===== src/rtl/hash_fwd_pkg.sv =====
// Shared defaults for the cuckoo-hash write-back forwarding blocks.
package hash_fwd_pkg;

   localparam int DEF_DATA_WIDTH           = 4;
   localparam int DEF_KEY_WIDTH            = 2;
   localparam int DEF_HASH_ADR_WIDTH       = 2;
   localparam int DEF_SHIFT_HASH_ADR_WIDTH = 2;
   localparam int DEF_FWD_DEPTH            = 3;

endpackage


===== src/rtl/forward_history_updater_if.sv =====
// Lookup, write-back and corrected-result signals between a table read stage and its forwarder.
interface forward_history_updater_if
   import hash_fwd_pkg::*;
#(
   parameter int DATA_WIDTH           = DEF_DATA_WIDTH,
   parameter int KEY_WIDTH            = DEF_KEY_WIDTH,
   parameter int HASH_ADR_WIDTH       = DEF_HASH_ADR_WIDTH,
   parameter int SHIFT_HASH_ADR_WIDTH = DEF_SHIFT_HASH_ADR_WIDTH
);

   logic                            new_req_i;
   logic [HASH_ADR_WIDTH-1:0]       new_hash_adr_i;
   logic [KEY_WIDTH-1:0]            new_key_i;
   logic [DATA_WIDTH-1:0]           new_data_i;
   logic                            new_valid_i;
   logic [SHIFT_HASH_ADR_WIDTH-1:0] new_shift_adr_i;
   logic                            new_shift_valid_i;

   logic                            wb_updated_mem_i;
   logic [HASH_ADR_WIDTH-1:0]       wb_hash_adr_i;
   logic [KEY_WIDTH-1:0]            wb_key_i;
   logic [DATA_WIDTH-1:0]           wb_data_i;
   logic                            wb_valid_i;
   logic [SHIFT_HASH_ADR_WIDTH-1:0] wb_shift_hash_adr_i;
   logic                            wb_shift_valid_i;

   logic                            nm_updated_i;
   logic [SHIFT_HASH_ADR_WIDTH-1:0] nm_hash_adr_i;
   logic                            nm_valid_i;

   logic                            correct_req_o;
   logic [KEY_WIDTH-1:0]            correct_key;
   logic [DATA_WIDTH-1:0]           correct_data;
   logic                            correct_is_valid;
   logic [SHIFT_HASH_ADR_WIDTH-1:0] correct_shift_hash_adr;
   logic                            correct_shift_valid;
   logic                            fwd_hit_o;
   logic                            shift_fwd_hit_o;

   modport master (
      output new_req_i, new_hash_adr_i, new_key_i, new_data_i, new_valid_i,
             new_shift_adr_i, new_shift_valid_i,
             wb_updated_mem_i, wb_hash_adr_i, wb_key_i, wb_data_i, wb_valid_i,
             wb_shift_hash_adr_i, wb_shift_valid_i,
             nm_updated_i, nm_hash_adr_i, nm_valid_i,
      input  correct_req_o, correct_key, correct_data, correct_is_valid,
             correct_shift_hash_adr, correct_shift_valid, fwd_hit_o, shift_fwd_hit_o
   );

   modport slave (
      input  new_req_i, new_hash_adr_i, new_key_i, new_data_i, new_valid_i,
             new_shift_adr_i, new_shift_valid_i,
             wb_updated_mem_i, wb_hash_adr_i, wb_key_i, wb_data_i, wb_valid_i,
             wb_shift_hash_adr_i, wb_shift_valid_i,
             nm_updated_i, nm_hash_adr_i, nm_valid_i,
      output correct_req_o, correct_key, correct_data, correct_is_valid,
             correct_shift_hash_adr, correct_shift_valid, fwd_hit_o, shift_fwd_hit_o
   );

endinterface


===== src/rtl/forward_history_updater_match.sv =====
// Newest-first address match over a candidate list; index 0 is the newest candidate.
module fwd_priority_match
   import hash_fwd_pkg::*;
#(
   parameter int N         = DEF_FWD_DEPTH + 1,
   parameter int ADR_WIDTH = DEF_HASH_ADR_WIDTH
)(
   input  logic [N-1:0]         cand_tag,
   input  logic [ADR_WIDTH-1:0] cand_adr [N],
   input  logic [ADR_WIDTH-1:0] key_adr,
   output logic [N-1:0]         sel,
   output logic                 hit
);

   logic [N-1:0] match;
   logic         found;

   always_comb begin
      for (int i = 0; i < N; i++) begin
         match[i] = cand_tag[i] && (cand_adr[i] == key_adr);
      end
   end

   // Older duplicates are masked once a newer candidate has matched.
   always_comb begin
      sel   = '0;
      found = 1'b0;
      for (int i = 0; i < N; i++) begin
         if (match[i] && !found) begin
            sel[i] = 1'b1;
            found  = 1'b1;
         end
      end
      hit = found;
   end

endmodule


===== src/rtl/forward_history_updater.sv =====
// Corrects a stale table read against the live write-back and a FWD_DEPTH-deep write-back history.
module forward_history_updater
   import hash_fwd_pkg::*;
#(
   parameter int DATA_WIDTH           = DEF_DATA_WIDTH,
   parameter int KEY_WIDTH            = DEF_KEY_WIDTH,
   parameter int HASH_ADR_WIDTH       = DEF_HASH_ADR_WIDTH,
   parameter int SHIFT_HASH_ADR_WIDTH = DEF_SHIFT_HASH_ADR_WIDTH,
   parameter int FWD_DEPTH            = DEF_FWD_DEPTH
)(
   input  logic                     clk,
   input  logic                     reset,
   input  logic                     clk_en,
   input  logic                     flush_i,
   forward_history_updater_if.slave bus
);

   localparam int NCAND = FWD_DEPTH + 1;

   typedef struct packed {
      logic                            tag;
      logic [HASH_ADR_WIDTH-1:0]       adr;
      logic [KEY_WIDTH-1:0]            key;
      logic [DATA_WIDTH-1:0]           data;
      logic                            valid;
      logic [SHIFT_HASH_ADR_WIDTH-1:0] shift_adr;
      logic                            shift_valid;
   } fwd_entry_t;

   typedef struct packed {
      logic                            tag;
      logic [SHIFT_HASH_ADR_WIDTH-1:0] adr;
      logic                            valid;
   } nm_entry_t;

   fwd_entry_t fwd_hist [FWD_DEPTH];
   nm_entry_t  nm_hist  [FWD_DEPTH];

   fwd_entry_t wb_entry;
   nm_entry_t  nm_entry;
   fwd_entry_t own_cand [NCAND];
   nm_entry_t  nm_cand  [NCAND];

   logic [NCAND-1:0]                own_tag, nm_tag;
   logic [HASH_ADR_WIDTH-1:0]       own_adr [NCAND];
   logic [SHIFT_HASH_ADR_WIDTH-1:0] nm_adr  [NCAND];
   logic [NCAND-1:0]                own_sel, nm_sel;
   logic                            own_hit, nm_hit;

   logic [KEY_WIDTH-1:0]            sel_key;
   logic [DATA_WIDTH-1:0]           sel_data;
   logic                            sel_valid;
   logic [SHIFT_HASH_ADR_WIDTH-1:0] sel_shift_adr;
   logic                            sel_shift_valid;
   logic                            fin_shift_valid;

   always_comb begin
      wb_entry = '{tag:         bus.wb_updated_mem_i,
                   adr:         bus.wb_hash_adr_i,
                   key:         bus.wb_key_i,
                   data:        bus.wb_data_i,
                   valid:       bus.wb_valid_i,
                   shift_adr:   bus.wb_shift_hash_adr_i,
                   shift_valid: bus.wb_shift_valid_i};
      nm_entry = '{tag:   bus.nm_updated_i,
                   adr:   bus.nm_hash_adr_i,
                   valid: bus.nm_valid_i};
   end

   // Candidate 0 is the same-cycle bypass, followed by history slots newest-first.
   always_comb begin
      own_cand[0] = wb_entry;
      nm_cand[0]  = nm_entry;
      for (int i = 0; i < FWD_DEPTH; i++) begin
         own_cand[i+1] = fwd_hist[i];
         nm_cand[i+1]  = nm_hist[i];
      end
      for (int i = 0; i < NCAND; i++) begin
         own_tag[i] = own_cand[i].tag;
         own_adr[i] = own_cand[i].adr;
         nm_tag[i]  = nm_cand[i].tag;
         nm_adr[i]  = nm_cand[i].adr;
      end
   end

   fwd_priority_match #(
      .N         (NCAND),
      .ADR_WIDTH (HASH_ADR_WIDTH)
   ) u_own_match (
      .cand_tag (own_tag),
      .cand_adr (own_adr),
      .key_adr  (bus.new_hash_adr_i),
      .sel      (own_sel),
      .hit      (own_hit)
   );

   always_comb begin
      sel_key         = bus.new_key_i;
      sel_data        = bus.new_data_i;
      sel_valid       = bus.new_valid_i;
      sel_shift_adr   = bus.new_shift_adr_i;
      sel_shift_valid = bus.new_shift_valid_i;
      for (int i = 0; i < NCAND; i++) begin
         if (own_sel[i]) begin
            sel_key         = own_cand[i].key;
            sel_data        = own_cand[i].data;
            sel_valid       = own_cand[i].valid;
            sel_shift_adr   = own_cand[i].shift_adr;
            sel_shift_valid = own_cand[i].shift_valid;
         end
      end
   end

   // The next-table search keys off the already-corrected shift address.
   fwd_priority_match #(
      .N         (NCAND),
      .ADR_WIDTH (SHIFT_HASH_ADR_WIDTH)
   ) u_nm_match (
      .cand_tag (nm_tag),
      .cand_adr (nm_adr),
      .key_adr  (sel_shift_adr),
      .sel      (nm_sel),
      .hit      (nm_hit)
   );

   always_comb begin
      fin_shift_valid = sel_shift_valid;
      for (int i = 0; i < NCAND; i++) begin
         if (nm_sel[i]) begin
            fin_shift_valid = nm_cand[i].valid;
         end
      end
   end

   // Flush clears tags after the shift so it also kills a same-cycle slot-0 load.
   always_ff @(posedge clk or negedge reset) begin
      if (!reset) begin
         for (int i = 0; i < FWD_DEPTH; i++) begin
            fwd_hist[i] <= '0;
            nm_hist[i]  <= '0;
         end
         bus.correct_req_o          <= 1'b0;
         bus.correct_key            <= '0;
         bus.correct_data           <= '0;
         bus.correct_is_valid       <= 1'b0;
         bus.correct_shift_hash_adr <= '0;
         bus.correct_shift_valid    <= 1'b0;
         bus.fwd_hit_o              <= 1'b0;
         bus.shift_fwd_hit_o        <= 1'b0;
      end else begin
         if (clk_en) begin
            for (int i = FWD_DEPTH - 1; i > 0; i--) begin
               fwd_hist[i] <= fwd_hist[i-1];
               nm_hist[i]  <= nm_hist[i-1];
            end
            fwd_hist[0] <= wb_entry;
            nm_hist[0]  <= nm_entry;

            bus.correct_req_o          <= bus.new_req_i;
            bus.correct_key            <= sel_key;
            bus.correct_data           <= sel_data;
            bus.correct_is_valid       <= sel_valid;
            bus.correct_shift_hash_adr <= sel_shift_adr;
            bus.correct_shift_valid    <= fin_shift_valid;
            bus.fwd_hit_o              <= own_hit;
            bus.shift_fwd_hit_o        <= nm_hit;
         end
         if (flush_i) begin
            for (int i = 0; i < FWD_DEPTH; i++) begin
               fwd_hist[i].tag <= 1'b0;
               nm_hist[i].tag  <= 1'b0;
            end
         end
      end
   end

endmodule

===== src/flat_wrapper.sv =====
// flat-port wrapper written by rule: the top's interface ports become plain ports
module forward_history_updater_flat import hash_fwd_pkg::*;
#(
   parameter int DATA_WIDTH           = DEF_DATA_WIDTH,
   parameter int KEY_WIDTH            = DEF_KEY_WIDTH,
   parameter int HASH_ADR_WIDTH       = DEF_HASH_ADR_WIDTH,
   parameter int SHIFT_HASH_ADR_WIDTH = DEF_SHIFT_HASH_ADR_WIDTH,
   parameter int FWD_DEPTH            = DEF_FWD_DEPTH
)
  (clk, reset, clk_en, flush_i, bus_new_req_i, bus_new_hash_adr_i, bus_new_key_i, bus_new_data_i, bus_new_valid_i, bus_new_shift_adr_i, bus_new_shift_valid_i, bus_wb_updated_mem_i, bus_wb_hash_adr_i, bus_wb_key_i, bus_wb_data_i, bus_wb_valid_i, bus_wb_shift_hash_adr_i, bus_wb_shift_valid_i, bus_nm_updated_i, bus_nm_hash_adr_i, bus_nm_valid_i, bus_correct_req_o, bus_correct_key, bus_correct_data, bus_correct_is_valid, bus_correct_shift_hash_adr, bus_correct_shift_valid, bus_fwd_hit_o, bus_shift_fwd_hit_o);
  forward_history_updater_if #(.DATA_WIDTH(DATA_WIDTH), .KEY_WIDTH(KEY_WIDTH), .HASH_ADR_WIDTH(HASH_ADR_WIDTH), .SHIFT_HASH_ADR_WIDTH(SHIFT_HASH_ADR_WIDTH)) bus_i ();
  input  logic clk;
  input  logic reset;
  input  logic clk_en;
  input  logic flush_i;
  input wire logic [$bits(bus_i.new_req_i)-1:0] bus_new_req_i;
  input wire logic [$bits(bus_i.new_hash_adr_i)-1:0] bus_new_hash_adr_i;
  input wire logic [$bits(bus_i.new_key_i)-1:0] bus_new_key_i;
  input wire logic [$bits(bus_i.new_data_i)-1:0] bus_new_data_i;
  input wire logic [$bits(bus_i.new_valid_i)-1:0] bus_new_valid_i;
  input wire logic [$bits(bus_i.new_shift_adr_i)-1:0] bus_new_shift_adr_i;
  input wire logic [$bits(bus_i.new_shift_valid_i)-1:0] bus_new_shift_valid_i;
  input wire logic [$bits(bus_i.wb_updated_mem_i)-1:0] bus_wb_updated_mem_i;
  input wire logic [$bits(bus_i.wb_hash_adr_i)-1:0] bus_wb_hash_adr_i;
  input wire logic [$bits(bus_i.wb_key_i)-1:0] bus_wb_key_i;
  input wire logic [$bits(bus_i.wb_data_i)-1:0] bus_wb_data_i;
  input wire logic [$bits(bus_i.wb_valid_i)-1:0] bus_wb_valid_i;
  input wire logic [$bits(bus_i.wb_shift_hash_adr_i)-1:0] bus_wb_shift_hash_adr_i;
  input wire logic [$bits(bus_i.wb_shift_valid_i)-1:0] bus_wb_shift_valid_i;
  input wire logic [$bits(bus_i.nm_updated_i)-1:0] bus_nm_updated_i;
  input wire logic [$bits(bus_i.nm_hash_adr_i)-1:0] bus_nm_hash_adr_i;
  input wire logic [$bits(bus_i.nm_valid_i)-1:0] bus_nm_valid_i;
  output wire logic [$bits(bus_i.correct_req_o)-1:0] bus_correct_req_o;
  output wire logic [$bits(bus_i.correct_key)-1:0] bus_correct_key;
  output wire logic [$bits(bus_i.correct_data)-1:0] bus_correct_data;
  output wire logic [$bits(bus_i.correct_is_valid)-1:0] bus_correct_is_valid;
  output wire logic [$bits(bus_i.correct_shift_hash_adr)-1:0] bus_correct_shift_hash_adr;
  output wire logic [$bits(bus_i.correct_shift_valid)-1:0] bus_correct_shift_valid;
  output wire logic [$bits(bus_i.fwd_hit_o)-1:0] bus_fwd_hit_o;
  output wire logic [$bits(bus_i.shift_fwd_hit_o)-1:0] bus_shift_fwd_hit_o;
  assign bus_i.new_req_i = bus_new_req_i;
  assign bus_i.new_hash_adr_i = bus_new_hash_adr_i;
  assign bus_i.new_key_i = bus_new_key_i;
  assign bus_i.new_data_i = bus_new_data_i;
  assign bus_i.new_valid_i = bus_new_valid_i;
  assign bus_i.new_shift_adr_i = bus_new_shift_adr_i;
  assign bus_i.new_shift_valid_i = bus_new_shift_valid_i;
  assign bus_i.wb_updated_mem_i = bus_wb_updated_mem_i;
  assign bus_i.wb_hash_adr_i = bus_wb_hash_adr_i;
  assign bus_i.wb_key_i = bus_wb_key_i;
  assign bus_i.wb_data_i = bus_wb_data_i;
  assign bus_i.wb_valid_i = bus_wb_valid_i;
  assign bus_i.wb_shift_hash_adr_i = bus_wb_shift_hash_adr_i;
  assign bus_i.wb_shift_valid_i = bus_wb_shift_valid_i;
  assign bus_i.nm_updated_i = bus_nm_updated_i;
  assign bus_i.nm_hash_adr_i = bus_nm_hash_adr_i;
  assign bus_i.nm_valid_i = bus_nm_valid_i;
  assign bus_correct_req_o = bus_i.correct_req_o;
  assign bus_correct_key = bus_i.correct_key;
  assign bus_correct_data = bus_i.correct_data;
  assign bus_correct_is_valid = bus_i.correct_is_valid;
  assign bus_correct_shift_hash_adr = bus_i.correct_shift_hash_adr;
  assign bus_correct_shift_valid = bus_i.correct_shift_valid;
  assign bus_fwd_hit_o = bus_i.fwd_hit_o;
  assign bus_shift_fwd_hit_o = bus_i.shift_fwd_hit_o;
  forward_history_updater #(.DATA_WIDTH(DATA_WIDTH), .KEY_WIDTH(KEY_WIDTH), .HASH_ADR_WIDTH(HASH_ADR_WIDTH), .SHIFT_HASH_ADR_WIDTH(SHIFT_HASH_ADR_WIDTH), .FWD_DEPTH(FWD_DEPTH)) u_core (.clk(clk), .reset(reset), .clk_en(clk_en), .flush_i(flush_i), .bus(bus_i));
endmodule

===== config.mk =====
export PLATFORM = sky130hd
export DESIGN_NAME = forward_history_updater_flat
export DESIGN_NICKNAME = d
export VERILOG_FILES = /design/src/rtl/hash_fwd_pkg.sv /design/src/rtl/forward_history_updater_if.sv /design/src/rtl/forward_history_updater_match.sv /design/src/rtl/forward_history_updater.sv /design/src/flat_wrapper.sv
export SDC_FILE = /design/constraint.sdc
export NUM_CORES = 1
export LEC_CHECK = 0
export BUFFER_PORTS_ARGS = -buffer_cell sky130_fd_sc_hd__buf_2
export CAP_MARGIN = 20
export CORE_ASPECT_RATIO = 1.2
export CORE_MARGIN = 2
export CORE_UTILIZATION = 52
export DETAILED_ROUTE_END_ITERATION = 6
export PLACE_DENSITY = 0.76
export RECOVER_POWER = 25
export SLEW_MARGIN = 20
export SYNTH_ARGS = -nofsm -noshare
export SYNTH_HDL_FRONTEND = slang
export SYNTH_SLANG_ARGS = --single-unit

===== constraint.sdc =====
create_clock -name clk -period 2.35 [get_ports clk]
set_clock_uncertainty 0.15 [all_clocks]
set_input_delay 0.1175 -clock clk [delete_from_list [all_inputs] [get_ports clk]]
set_output_delay 0.1175 -clock clk [all_outputs]
set_load 0.03 [all_outputs]

Yosys cells after proc, flatten, opt, wreduce, memory -nomap -nowiden. Cells that the tools add are included. Widths: inputs -> output; s select.

Shifts and indexed selects: 0. Order comparisons: 0. Muxes and demuxes: 46. Div/mod/pow operators: 0. Multipliers: 0. Reductions and logical operators: 21. Add/sub/neg operators: 0. Bitwise operators: 0. Equality and inequality tests: 8.

Operator list (count): $mux 39 (1); $mux 1 (32); $eq 2x2->1 (8); $mux 2 (8); $mux 4 (4); $logic_and 1x1->1 (14); $mux 12 (1); $logic_not 1->1 (6); $reduce_bool 2->1 (1).

Latch bits: 0. Register bits after elaboration: 64. RAM bits: 0. Memories: 0. ROM bits: 0. Output and inout bits: 13. Input port bits: 34. Word-level logic and storage cells: 113.

Longest topological paths before layout. Gate-level depths: netlist of the first run.

Depth after elaboration: 26. Depth in mapped cells: 11. Mapped depth without buffers: 9.

Cells and area by module. From an unflattened synthesis of the first run, not the netlist that was laid out.

Cells, all modules: 255. Area, all modules: 3191.8 µm².

By module, submodules not included: forward_history_updater (cells an instance 213, times used 1, area each 2846.5 µm², sequential area each 1601.5 µm²); fwd_priority_match (cells an instance 21, times used 2, area each 172.7 µm², sequential area each 0.0 µm²).

Least setup slack after synthesis of the first run. Ideal clock, no wire load.

Kind: register to register. Start: register u_core.fwd_hist[37] (netlist bit). End: register u_core.bus.correct_shift_valid. Data required time: 2081 ps. Clock period less this slack: 2381 ps. Stages on the path, launching flop included: 11. Setup slack: -31 ps. Arrival time: 2112 ps. Path buffers: 1. Setup time: 119 ps. Cells stage by stage: dfrtp_1 xnor2_2 and3_1 buf_6 a211oi_4 o32ai_4 xor2_1 and4b_1 mux2i_1 o21ai_2 a21bo_1.

Cells in the longest elaborated chain, start to end: 24. Elaborated cells between the ends (all ways): 42. Classes of those cells: eq/ne: 5; mux: 21; reduce/logical: 16.

RTL lines: from (decl) (RTL line forward_history_updater.sv:36) `fwd_entry_t fwd_hist [FWD_DEPTH];`; from (signal, indexed assignment) (RTL line forward_history_updater.sv:153) `fwd_hist[i] <= fwd_hist[i-1];`; $eq 2x2->1 (*) (RTL line forward_history_updater_match.sv:20) `match[i] = cand_tag[i] && (cand_adr[i] == key_adr);`; $logic_and 1x1->1 (*) (RTL line forward_history_updater_match.sv:20); $logic_and 1x1->1 (*) (RTL line forward_history_updater_match.sv:29) `if (match[i] && !found) begin`; $mux 1 (RTL line forward_history_updater_match.sv:29); $logic_not 1->1 (RTL line forward_history_updater_match.sv:29); $logic_and 1x1->1 (RTL line forward_history_updater_match.sv:29); $mux 1 (RTL line forward_history_updater_match.sv:29); $logic_not 1->1 (RTL line forward_history_updater_match.sv:29); (+8 left out); $mux 1 (RTL line forward_history_updater_match.sv:29); $logic_not 1->1 (RTL line forward_history_updater_match.sv:29); $logic_and 1x1->1 (RTL line forward_history_updater_match.sv:29); $mux 1 (RTL line forward_history_updater_match.sv:29); $logic_not 1->1 (RTL line forward_history_updater_match.sv:29); $logic_and 1x1->1 (RTL line forward_history_updater_match.sv:29); $mux 1 (RTL line forward_history_updater_match.sv:29); $mux 1 (*) (RTL line forward_history_updater.sv:129) `if (nm_sel[i]) begin`; to (signal assigned) (RTL line forward_history_updater.sv:164) `bus.correct_shift_valid <= fin_shift_valid;`; to (decl) (RTL line forward_history_updater_if.sv:57) `correct_shift_hash_adr, correct_shift_valid, fwd_hit_o, shift_fwd_hit_o`.

Every way passes the cells marked *; elsewhere a longest branch is shown, timed or not. A chain may end at the register's enable or synchronous reset.

Final worst setup path of the first run.
Start: register u_core.fwd_hist[23] (netlist bit). End: register u_core.bus.correct_shift_valid.

Cells in the longest elaborated chain, start to end: 21. Elaborated cells between the ends (all ways): 36. Classes of those cells: eq/ne: 5; mux: 17; reduce/logical: 14.

RTL lines: $eq 2x2->1 (*) (RTL line forward_history_updater_match.sv:20); $logic_and 1x1->1 (*) (RTL line forward_history_updater_match.sv:20); $logic_and 1x1->1 (*) (RTL line forward_history_updater_match.sv:29); $mux 1 (RTL line forward_history_updater_match.sv:29); $logic_not 1->1 (RTL line forward_history_updater_match.sv:29); $logic_and 1x1->1 (RTL line forward_history_updater_match.sv:29); $mux 1 (RTL line forward_history_updater_match.sv:29); $mux 2 (RTL line forward_history_updater.sv:104) `if (own_sel[i]) begin`; (+5 left out); $mux 1 (RTL line forward_history_updater_match.sv:29); $logic_not 1->1 (RTL line forward_history_updater_match.sv:29); $logic_and 1x1->1 (RTL line forward_history_updater_match.sv:29); $mux 1 (RTL line forward_history_updater_match.sv:29); $logic_not 1->1 (RTL line forward_history_updater_match.sv:29); $logic_and 1x1->1 (RTL line forward_history_updater_match.sv:29); $mux 1 (RTL line forward_history_updater_match.sv:29); $mux 1 (*) (RTL line forward_history_updater.sv:129).

Marks and branches as above.

==> impl_metrics.yaml, run 1 <==
detailed_routing:
  drt-pass1-iter-count: 4
  ratio_of_routed_vias_to_standard_cells: 5.39
  remaining_drc_errors: 0
  post_drt_wl_per_cell_microns: 15.7
  detailroute.via_count: 2431
  ant_nets: 0
  drt_iter0_drc: 134
  drt-total-wl_microns: 7090
layout:
  insertedDiodeCount: 0
  nNetsFinal: 398
  area_growth_pct: 30.6
  post_route_cells_drive_above_1_share_pct: 46.6
timing:
  period_share_pct: 108
  slew_of_the_pin_with_the_lowest_slew_margin_ps: 1570
  setup_total_negative_slack_ps: -339
  period_needed_ps: 2530
  grt_setup_unrepaired: "true"
  worst_slew_margin_rel_pct: -4.53
  timing.final.ws_setup_ps: -179
  finalHoldViolations: 0
  final_max_slew_viol_count: 65
  max_freq_mhz: 395
  final-setup-viol-count: 2
pwr:
  p_int_mw: 2.23
  clockPowerShare_pct: 33.8
  ratio_of_total_power_to_cell_area_nw_per_um2: 717
  vdd_drop_max_mv: 0.453
  power.combinational.fraction_pct: 21.7
  static-leakage-power_nw: 1.92
  share_seq_of_total_power_pct: 44.5
  switching_fraction_of_total_power_pct: 27.7
  p_sw_mw: 0.855
worst_setup_path:
  worst-endpoint-arrival_ps: 2610
  crit_path_top_delay_cell: "dfrtp_1"
  crit_path_max_incr_delay_ps: 450
  crit_fanout: 3
  setup.worst_path.start: "u_core.fwd_hist[23]"
  source_of_the_worst_register_to_register_timing_path: "u_core.fwd_hist[23]"
  setup.worst_path.class: "flop to flop"
  cp-start-kind: "flop"
  timing.critical_path.cells: "xor2_2 > o31ai_4 > a211oi_4 > buf_4 > mux2i_1 > nand2_1 > and4bb_2 > a21oi_4 > o21ai_2 > a21bo_1"
  worst-endpoint-required_ps: 2430
  setup.worst_path.end_class: "flop"
placement:
  port-buffer-count: 46
  placer_s_final_routability_congestion_estimate: 0.877
  dp_slack_ps: -173
  half_perimeter_wire_length_after_placement_microns: 4590
cts:
  cts.path.max_buffers: 2
  cts_tree: "done"
  tritoncts_sinks: 64
  ctsRootBufferMaster: "clkbuf_8"
  clock_tree.htree_level_count: 3
  clk_pin_slew_ps: 70
  clk_latency_ps: 340
  tritoncts.num_buffers: 9
global_routing:
  grt_first_pass_wirelength_microns: 11800
  grt_antenna_before_repair: 0
  gr-usage-all-layers_pct: 21.5
  grt-ovfl-total: 0
  largest_net_degree_at_the_start_of_global_routing: 65
  grt_pass1_vias: 2512
logic_synthesis:
  number_of_flops_mapped_to_enable_cells_by_yosys: 0
  synthArstFlopShare_pct: 100
  net_count_after_synthesis: 304
  syn-instance-count: 270
  part_of_the_yosys_area_used_for_sequential_elements_pct: 48.6
  post_synth.cell_area_avg_sq_um: 12.2
  synthesis_stage_register_bit_count: 64
  syn_area_sq_um: 3300
  synthFlopType: "dfrtp_1"
  yosys.cell_types.count: 46
  synth.yosys.warnings: 0
floorplan:
  core_region_area_sq_um: 6090
  dieHeight_microns: 91.2
  die-area_sq_um: 6990
  design.portCount: 47
  start_util_pct: 54.1
  die_width_microns: 76.7
  core.rowCount: 31
flow_run:
  maxCapViolations: 1
outcome:
  violations: "max-capacitance violations, max-slew violations, negative setup slack"
  run_status: "finished, violations left"
hold_path:
  holdCritPathClass: "input pin to flop"
  min-delay-start: "clk_en"
[power by group through the flow]
stage	registers, mW	logic [mW]	clock network (mW)
floorplan	1.43	0.352	0
global placement	1.37	0.605	0
detailed placement	1.38	0.619	0
CTS	1.37	0.661	1.06
global route	1.39	0.727	1.11
finish	1.37	0.669	1.04
[what timing repair did]
item                                    4_1_cts  5_1_grt
hold buffers                                 20        0
pin swaps                                     5       11
endpoints found under the setup margin        2        3
endpoints found under the hold margin        87        0
cloned                                        0        0
setup buffers                                 2        2
gates resized for setup                       8       11
[state kept, by name, summed over array words and instances (netlist names), 2 cells and up]
name / flops
u_core.bus.correct_key: 2
u_core.nm_adr: 6
u_core.bus.correct_shift_hash_adr: 2
u_core.fwd_hist: 39
u_core.bus.correct_data: 4
u_core.nm_cand: 6
[worst max-delay path: cells and delay by family, from the launching register on]
| family | cells | cell delay (ps) |
|---|---|---|
| flip-flops | 1 | 450 |
| AO/OA/AOI/OAI | 5 | 790 |
| buffers and inverters | 1 | 160 |
| AND/OR/NAND/NOR | 2 | 370 |
| multiplexers | 1 | 190 |
| XOR/XNOR | 1 | 300 |
[cells by family (layout without fill, tap and decap cells)]
| logic type | count (synthesis) | after routing | share of synthesized area (%) |
|---|---|---|---|
| buffers and inverters | 19 | 118 | 3.11 |
| muxes | 68 | 68 | 22.6 |
| DFF | 64 | 64 | 48.6 |
| xor gates and xnor gates | 14 | 14 | 5.31 |
| and+or+nand+nor | 59 | 59 | 9.80 |
| AOI/OAI and AO/OA | 46 | 46 | 10.6 |
[cells in the final DEF, fill, tap and decap left out, types with 3 or more instances in the layout]
master	n
buf_4	27
clkbuf_1	3
nand2_1	7
nor3_1	4
inv_1	4
buf_2	46
nand4_1	4
xor2_1	3
mux2i_1	16
dfrtp_1	63
a211oi_1	7
a21oi_1	16
xnor2_1	3
dlygate4sd3_1	20
xnor2_2	4
nor2_1	27
mux2_2	52
o21ai_0	5
clkbuf_8	10
[stage by stage]
step,cells,total power [mW],hold slack [ps],util (%),area (sq um)
4_1_cts,449,3.09,183,70.0,4260
6_report,451,3.09,205,70.7,4300
3_5_place_dp,411,2.00,8.38,62.2,3790
3_3_place_gp,411,1.98,2.79,62.2,3790
5_1_grt,451,3.23,228,70.7,4300
2_1_floorplan,270,1.78,-328,-,3300
[layer usage]
layer | track usage (%) | part of all wire [%] | vias to the layer above
met2 | 35.3 | 51 | 55
met3 | 4.87 | 2.7 | 21
met4 | 11.7 | 3.7 | 0
met5 | 0 | 0 | -
met1 | 26.3 | 42 | 1189
li1 | - | - | 1166
[synthesized netlist by cell type, drive strengths merged, types with 5 or more instances]
master / number / area [sq um]
dfrtp: 64 / 1600
mux2: 52 / 586
nor2: 28 / 108
a21oi: 17 / 85.1
mux2i: 16 / 160
clkbuf: 9 / 33.8
xnor2: 9 / 131
a211oi: 8 / 72.6
o21ai: 8 / 43.8
nand2: 7 / 26.3
buf: 6 / 53.8
xor2: 5 / 43.8
[cell type report]
type / count / area [sq um]
tap: 82 / 103
fill: 425 / 1790
timing repair buffer: 98 / 701
multi-input combinational: 187 / 1670
sequential: 64 / 1600
inverter: 4 / 15.0
clock buffer: 13 / 149
clock inverter: 3 / 65.1
[worst paths after layout]
check	endpoint	slack, ps	cells past startpoint
setup / recovery	u_core.bus.correct_shift_valid	-180	10
hold / removal	u_core.bus.shift_fwd_hit_o	210	3
setup reg to reg	u_core.bus.correct_shift_valid	-180	10
hold reg to reg	u_core.bus.correct_data[1]	350	1
max in group asynchronous	u_core.fwd_hist[24]	400	3
min in group asynchronous	u_core.fwd_hist[2]	640	3
No activity file was read; power rests on OpenSTA's default activity.
==> run 2: changes to the inputs <==
--- a/config.mk
+++ b/config.mk
@@ -9,9 +9,9 @@
 export CAP_MARGIN = 20
 export CORE_ASPECT_RATIO = 1.2
 export CORE_MARGIN = 2
-export CORE_UTILIZATION = 52
+export CORE_UTILIZATION = 57
 export DETAILED_ROUTE_END_ITERATION = 6
-export PLACE_DENSITY = 0.76
+export PLACE_DENSITY = 0.79
 export RECOVER_POWER = 25
 export SLEW_MARGIN = 20
 export SYNTH_ARGS = -nofsm -noshare
==> constraint.sdc (replaced) <==
create_clock -name clk -period 2.9 [get_ports clk]
set_clock_uncertainty 0.15 [all_clocks]
set_input_delay 0.145 -clock clk [delete_from_list [all_inputs] [get_ports clk]]
set_output_delay 0.145 -clock clk [all_outputs]
set_load 0.03 [all_outputs]
==> run 2 against run 1 <==
Net effect: first-iteration DRC count fell by 13%; maximum frequency fell by 4.4%; sequential cell count stayed put; final cell count down 9.5%; the flow now finishes without violations; global-route usage rose by 1.1 points; power shrank 21%; worst hold slack lost 56 ps; highest routed layer unchanged.
==> impl_metrics.yaml, run 2 (synthesis gave the netlist of run 1 again) <==
outcome:
  run_status: "finished, final reports clean"
cts:
  clock_tree.htree_level_count: 3
  cts-hold-fix-buffers: 20
  cts_setup_buffers: 0
  cts_tree: "done"
  cts.path.max_buffers: 2
  ctsRootBufferMaster: "clkbuf_8"
  tritoncts_sinks: 64
  tritoncts.num_buffers: 9
  cts.repair.resized: 0
  clk_latency_ps: 340
  clk_pin_slew_ps: 70
global_routing:
  grt_first_pass_wirelength_microns: 10900
  gr-usage-all-layers_pct: 22.7
  grt_pass1_vias: 2296
  largest_net_degree_at_the_start_of_global_routing: 47
  grt_antenna_before_repair: 0
  grt-ovfl-total: 0
worst_setup_path:
  crit_fanout: 7
  source_of_the_worst_register_to_register_timing_path: "u_core.fwd_hist[24]"
  reg2reg_to: "u_core.bus.shift_fwd_hit_o"
  setup.worst_path.end_class: "flop"
  setup.worst_path.class: "flop to flop"
  setup.worst_path.end: "u_core.bus.shift_fwd_hit_o"
  reg2reg_setup_slack_ps: 250
  timing.critical_path.cells: "xnor2_1 > nand3_1 > nand4_1 > nor2_1 > nor2_2 > xnor2_1 > and3_4 > nor4_1 > a21oi_1"
  crit_path_top_delay_cell: "nor2_1"
  reg2regPathDepth: 9
  critical-path-top-cell-by-count: "xnor2_1"
  crit_path_max_incr_delay_ps: 450
  worst-endpoint-arrival_ps: 2700
  cp-start-kind: "flop"
  setup.worst_path.start: "u_core.fwd_hist[24]"
  worst-endpoint-required_ps: 2950
detailed_routing:
  drt_iter0_drc: 116
  ratio_of_routed_vias_to_standard_cells: 5.65
  post_drt_wl_per_cell_microns: 15.7
  drt-pass1-iter-count: 4
  drt-total-wl_microns: 6420
  ant_nets: 0
  detailroute.via_count: 2307
  remaining_drc_errors: 0
timing:
  finalHoldViolations: 0
  setup_total_negative_slack_ps: 0
  final_max_slew_viol_count: 0
  final-setup-viol-count: 0
  worst_slew_margin_rel_pct: 9.51
  timing.final.ws_setup_ps: 255
  fin_worst_hold_slack_ps: 149
  max_freq_mhz: 378
  slew_of_the_pin_with_the_lowest_slew_margin_ps: 1360
  period_needed_ps: 2650
  period_share_pct: 91.2
  grt_setup_unrepaired: "false"
placement:
  dp.cells: 372
  detailed_place.area_sq_um: 3580
  placer_s_final_routability_congestion_estimate: 0.781
  dp_slack_ps: 291
  half_perimeter_wire_length_after_placement_microns: 4390
  port-buffer-count: 46
layout:
  top_register: "u_core.fwd_hist"
  nNetsFinal: 373
  area_growth_pct: 20.8
  post_route_cells_drive_above_1_share_pct: 38.1
  num-fill-cells: 397
  number_of_flip_flops_in_the_largest_register: 39
  finish.cell_count_without_fillers: 408
  post-route-cell-area_sq_um: 3980
  area_of_the_multi_input_gates_sq_um: 1590
  final_core_utilization_pct: 70.7
  area.sequential_sq_um: 1600
  mostFrequentLayoutCell: "dfrtp_1"
  layout.cells.most_common_list: "64 x dfrtp_1, 52 x mux2_2, 41 x buf_2"
  insertedDiodeCount: 0
flow_run:
  maxCapViolations: 0
pwr:
  ratio_of_total_power_to_cell_area_nw_per_um2: 610
  vdd_drop_max_mv: 0.373
  static-leakage-power_nw: 1.76
  fin_total_pwr_mw: 2.43
floorplan:
  start_util_pct: 58.5
  core.rowCount: 30
  dieHeight_microns: 87.3
  die-area_sq_um: 6410
  design.portCount: 47
  core_region_area_sq_um: 5630
  die_width_microns: 73.4
hold_path:
  holdCritPathClass: "input pin to flop"
run 2: cell count changes in the layout (fill, tap and decap cells not counted), sizes merged:
cell	change
clkbuf	+2
buf	-30
clkinvlp	+1
clkinv	+2
run 2: final cells by class:
| class | count | share of cell area (%) |
|---|---|---|
| sequential | 64 | 40.2 |
| multi-input combinational | 187 | 40.0 |
| timing repair buffer | 73 | 11.9 |
| clock buffer | 10 | 3.46 |
| clock inverter | 6 | 2.07 |
| tap | 64 | 2.01 |
| inverter | 4 | 0.377 |
run 2: power by group:
group	total [mW]	leakage, nW	switching [mW]	internal [mW]
Combinational	0.483	0.882	0.242	0.240
Sequential	1.10	0.764	0.0868	1.02
Clock	0.840	0.112	0.338	0.502
run 2: worst min-delay path by stage:
stage                startpoint                                    to  slack, ps  cells after the start
3_3_place_gp              reset  u_core.bus.correct_shift_hash_adr[0]         -8                      1
2_1_floorplan             reset            u_core.bus.correct_data[0]       -300                      0
4_1_cts        bus_nm_updated_i            u_core.bus.shift_fwd_hit_o        160                      4
5_1_grt                  clk_en  u_core.bus.correct_shift_hash_adr[0]        190                      2
3_5_place_dp              reset  u_core.bus.correct_shift_hash_adr[0]          2                      1
6_report                 clk_en  u_core.bus.correct_shift_hash_adr[0]        150                      2
run 2: worst max-delay path, delay by kind of cell, from the launching register on:
family	cells	cell delay (ps)
xor+xnor	2	310
compound gates	1	100
flops	1	430
simple gates	6	1520
run 2: routing by layer:
layer	up-vias	routed length, microns	GRT usage [%]
met2	44	3200	35.9
met1	1134	2870	30.2
met4	0	125	11.6
li1	1118	-	-
met3	11	226	3.36
met5	-	0	0
==> run 3: changes to the inputs <==
--- a/config.mk
+++ b/config.mk
@@ -5,10 +5,10 @@
 export SDC_FILE = /design/constraint.sdc
 export NUM_CORES = 1
 export LEC_CHECK = 0
-export BUFFER_PORTS_ARGS = -buffer_cell sky130_fd_sc_hd__buf_2
+export BUFFER_PORTS_ARGS = -buffer_cell sky130_fd_sc_hd__clkbuf_2
 export CAP_MARGIN = 20
 export CORE_ASPECT_RATIO = 1.2
-export CORE_MARGIN = 2
+export CORE_MARGIN = 8
 export CORE_UTILIZATION = 57
 export DETAILED_ROUTE_END_ITERATION = 6
 export PLACE_DENSITY = 0.79
==> run 3 against run 2 <==
Net effect: power up 0.10%; final cell count unchanged; maximum frequency down 2.0%; worst hold slack better by 120 ps; final area up 0.35%; critical endpoint is now u_core.bus.correct_shift_valid; sequential cell count unchanged.
==> impl_metrics.yaml, run 3 (synthesis gave the netlist of run 1 again) <==
outcome:
  run_status: "finished, final reports clean"
cts:
  cts_setup_buffers: 0
  cts_tree: "done"
  clk_latency_ps: 340
  cts.path.max_buffers: 2
  clk_pin_slew_ps: 70
  ctsRootBufferMaster: "clkbuf_8"
  clock_tree.htree_level_count: 3
  tritoncts.num_buffers: 9
  tritoncts_sinks: 64
detailed_routing:
  ratio_of_routed_vias_to_standard_cells: 5.63
  drt-total-wl_microns: 6480
  drt_iter0_drc: 114
  ant_nets: 0
  post_drt_wl_per_cell_microns: 15.9
  drt-pass1-iter-count: 4
  remaining_drc_errors: 0
  detailroute.via_count: 2299
timing:
  finalHoldViolations: 0
  setup_total_negative_slack_ps: 0
  period_share_pct: 93.0
  fin_worst_hold_slack_ps: 268
  grt_setup_unrepaired: "false"
  final_max_slew_viol_count: 0
  period_needed_ps: 2700
  timing.final.ws_setup_ps: 202
  slew_of_the_pin_with_the_lowest_slew_margin_ps: 1130
  final-setup-viol-count: 0
  max_freq_mhz: 371
  worst_slew_margin_rel_pct: 24.6
global_routing:
  gr-usage-all-layers_pct: 16.5
  largest_net_degree_at_the_start_of_global_routing: 47
  grt_pass1_vias: 2421
  use_met2_pct: 26.6
  grt-ovfl-total: 0
  grt_first_pass_wirelength_microns: 11100
  grt-busiest-layer: "met2"
  grtUsageMet1_pct: 19.8
  grt_antenna_before_repair: 0
  use_met3_pct: 4.79
placement:
  dp.cells: 373
  port-buffer-count: 46
  dp_slack_ps: 240
  half_perimeter_wire_length_after_placement_microns: 4670
  detailed_place.area_sq_um: 3590
  placer_s_final_routability_congestion_estimate: 0.872
hold_path:
  holdCritPathClass: "input pin to flop"
  min-delay-start: "clk_en"
floorplan:
  core_region_area_sq_um: 5630
  design.portCount: 47
  die_width_microns: 85.4
  die-area_sq_um: 8480
  dieHeight_microns: 99.3
  core.rowCount: 30
  start_util_pct: 58.5
pwr:
  fin_total_pwr_mw: 2.43
  static-leakage-power_nw: 1.78
  vdd_drop_max_mv: 0.637
  ratio_of_total_power_to_cell_area_nw_per_um2: 608
worst_setup_path:
  setup.worst_path.start: "bus_wb_hash_adr_i[1]"
  setup.worst_path.end_class: "flop"
  source_of_the_worst_register_to_register_timing_path: "u_core.fwd_hist[24]"
  setup.worst_path.class: "input pin to flop"
  worst-endpoint-required_ps: 2980
  worst-endpoint-arrival_ps: 2780
  cp-start-kind: "input pin"
  crit_fanout: 5
layout:
  area_of_the_multi_input_gates_sq_um: 1590
  num-fill-cells: 393
  finish.cell_count_without_fillers: 408
  insertedDiodeCount: 0
  post_route_cells_drive_above_1_share_pct: 39.0
  final_core_utilization_pct: 71.0
  post-route-cell-area_sq_um: 4000
  layout.cells.most_common_list: "64 x dfrtp_1, 52 x mux2_2, 45 x clkbuf_2"
  number_of_flip_flops_in_the_largest_register: 39
  area.sequential_sq_um: 1600
  area_growth_pct: 21.3
  top_register: "u_core.fwd_hist"
  nNetsFinal: 374
  mostFrequentLayoutCell: "dfrtp_1"
flow_run:
  maxCapViolations: 0
run 3: cell count changes in the layout (fill, tap and decap cells not counted):
cell,delta
buf_2,-41
buf_4,+1
clkbuf_1,-2
clkbuf_2,+44
clkbuf_8,+1
clkinv_2,-2
clkinvlp_4,-1
nor2_1,-1
nor2_2,+1
run 3: repair_timing:
item                       4_1_cts  5_1_grt
hold endpoints to repair        42        0
gates resized for setup          0        1
hold buffers                    20        0
setup endpoints to repair        0        1
run 3: final cells by class:
class	instances	share of cell area [%]
clock buffers	12	3.88
clock inverters	3	1.63
repair buffers	74	12.1
well taps	64	2.00
inverters	4	0.376
flip-flops and latches	64	40.1
multi-input cells	187	39.9
run 3: per-layer routing:
| metal | share of wire [%] | vias to the layer above |
|---|---|---|
| li1 | - | 1115 |
| met1 | 44 | 1130 |
| met2 | 51 | 42 |
| met3 | 4.0 | 12 |
| met4 | 1.8 | 0 |
| met5 | 0 | - |
run 3: critical path: stages:
cell,delay [ps]
dlygate4sd3_1,530
clkbuf_2,150
xnor2_4,210
and3_1,320
o21ai_1,170
o32ai_4,350
xor2_1,190
and4b_1,250
mux2i_1,220
o21ai_2,60
a21bo_1,160
run 3: worst paths after layout:
check | end | slack, ps | depth (start not counted)
setup reg to reg | u_core.bus.correct_shift_valid | 270 | 9
hold reg to reg | u_core.bus.correct_data[0] | 360 | 1
hold / removal | u_core.bus.correct_shift_hash_adr[0] | 270 | 2
max in group asynchronous | u_core.fwd_hist[33] | 1280 | 3
setup / recovery | u_core.bus.correct_shift_valid | 200 | 11
min in group asynchronous | u_core.bus.shift_fwd_hit_o | 400 | 2
run 3: where the power goes:
group / total (mW) / leakage (nW) / internal, mW / switching, mW
Clock: 0.840 / 0.112 / 0.525 / 0.315
Sequential: 1.11 / 0.764 / 1.02 / 0.0891
Combinational: 0.483 / 0.902 / 0.240 / 0.243
Total: 2.43 / 1.78 / 1.78 / 0.647
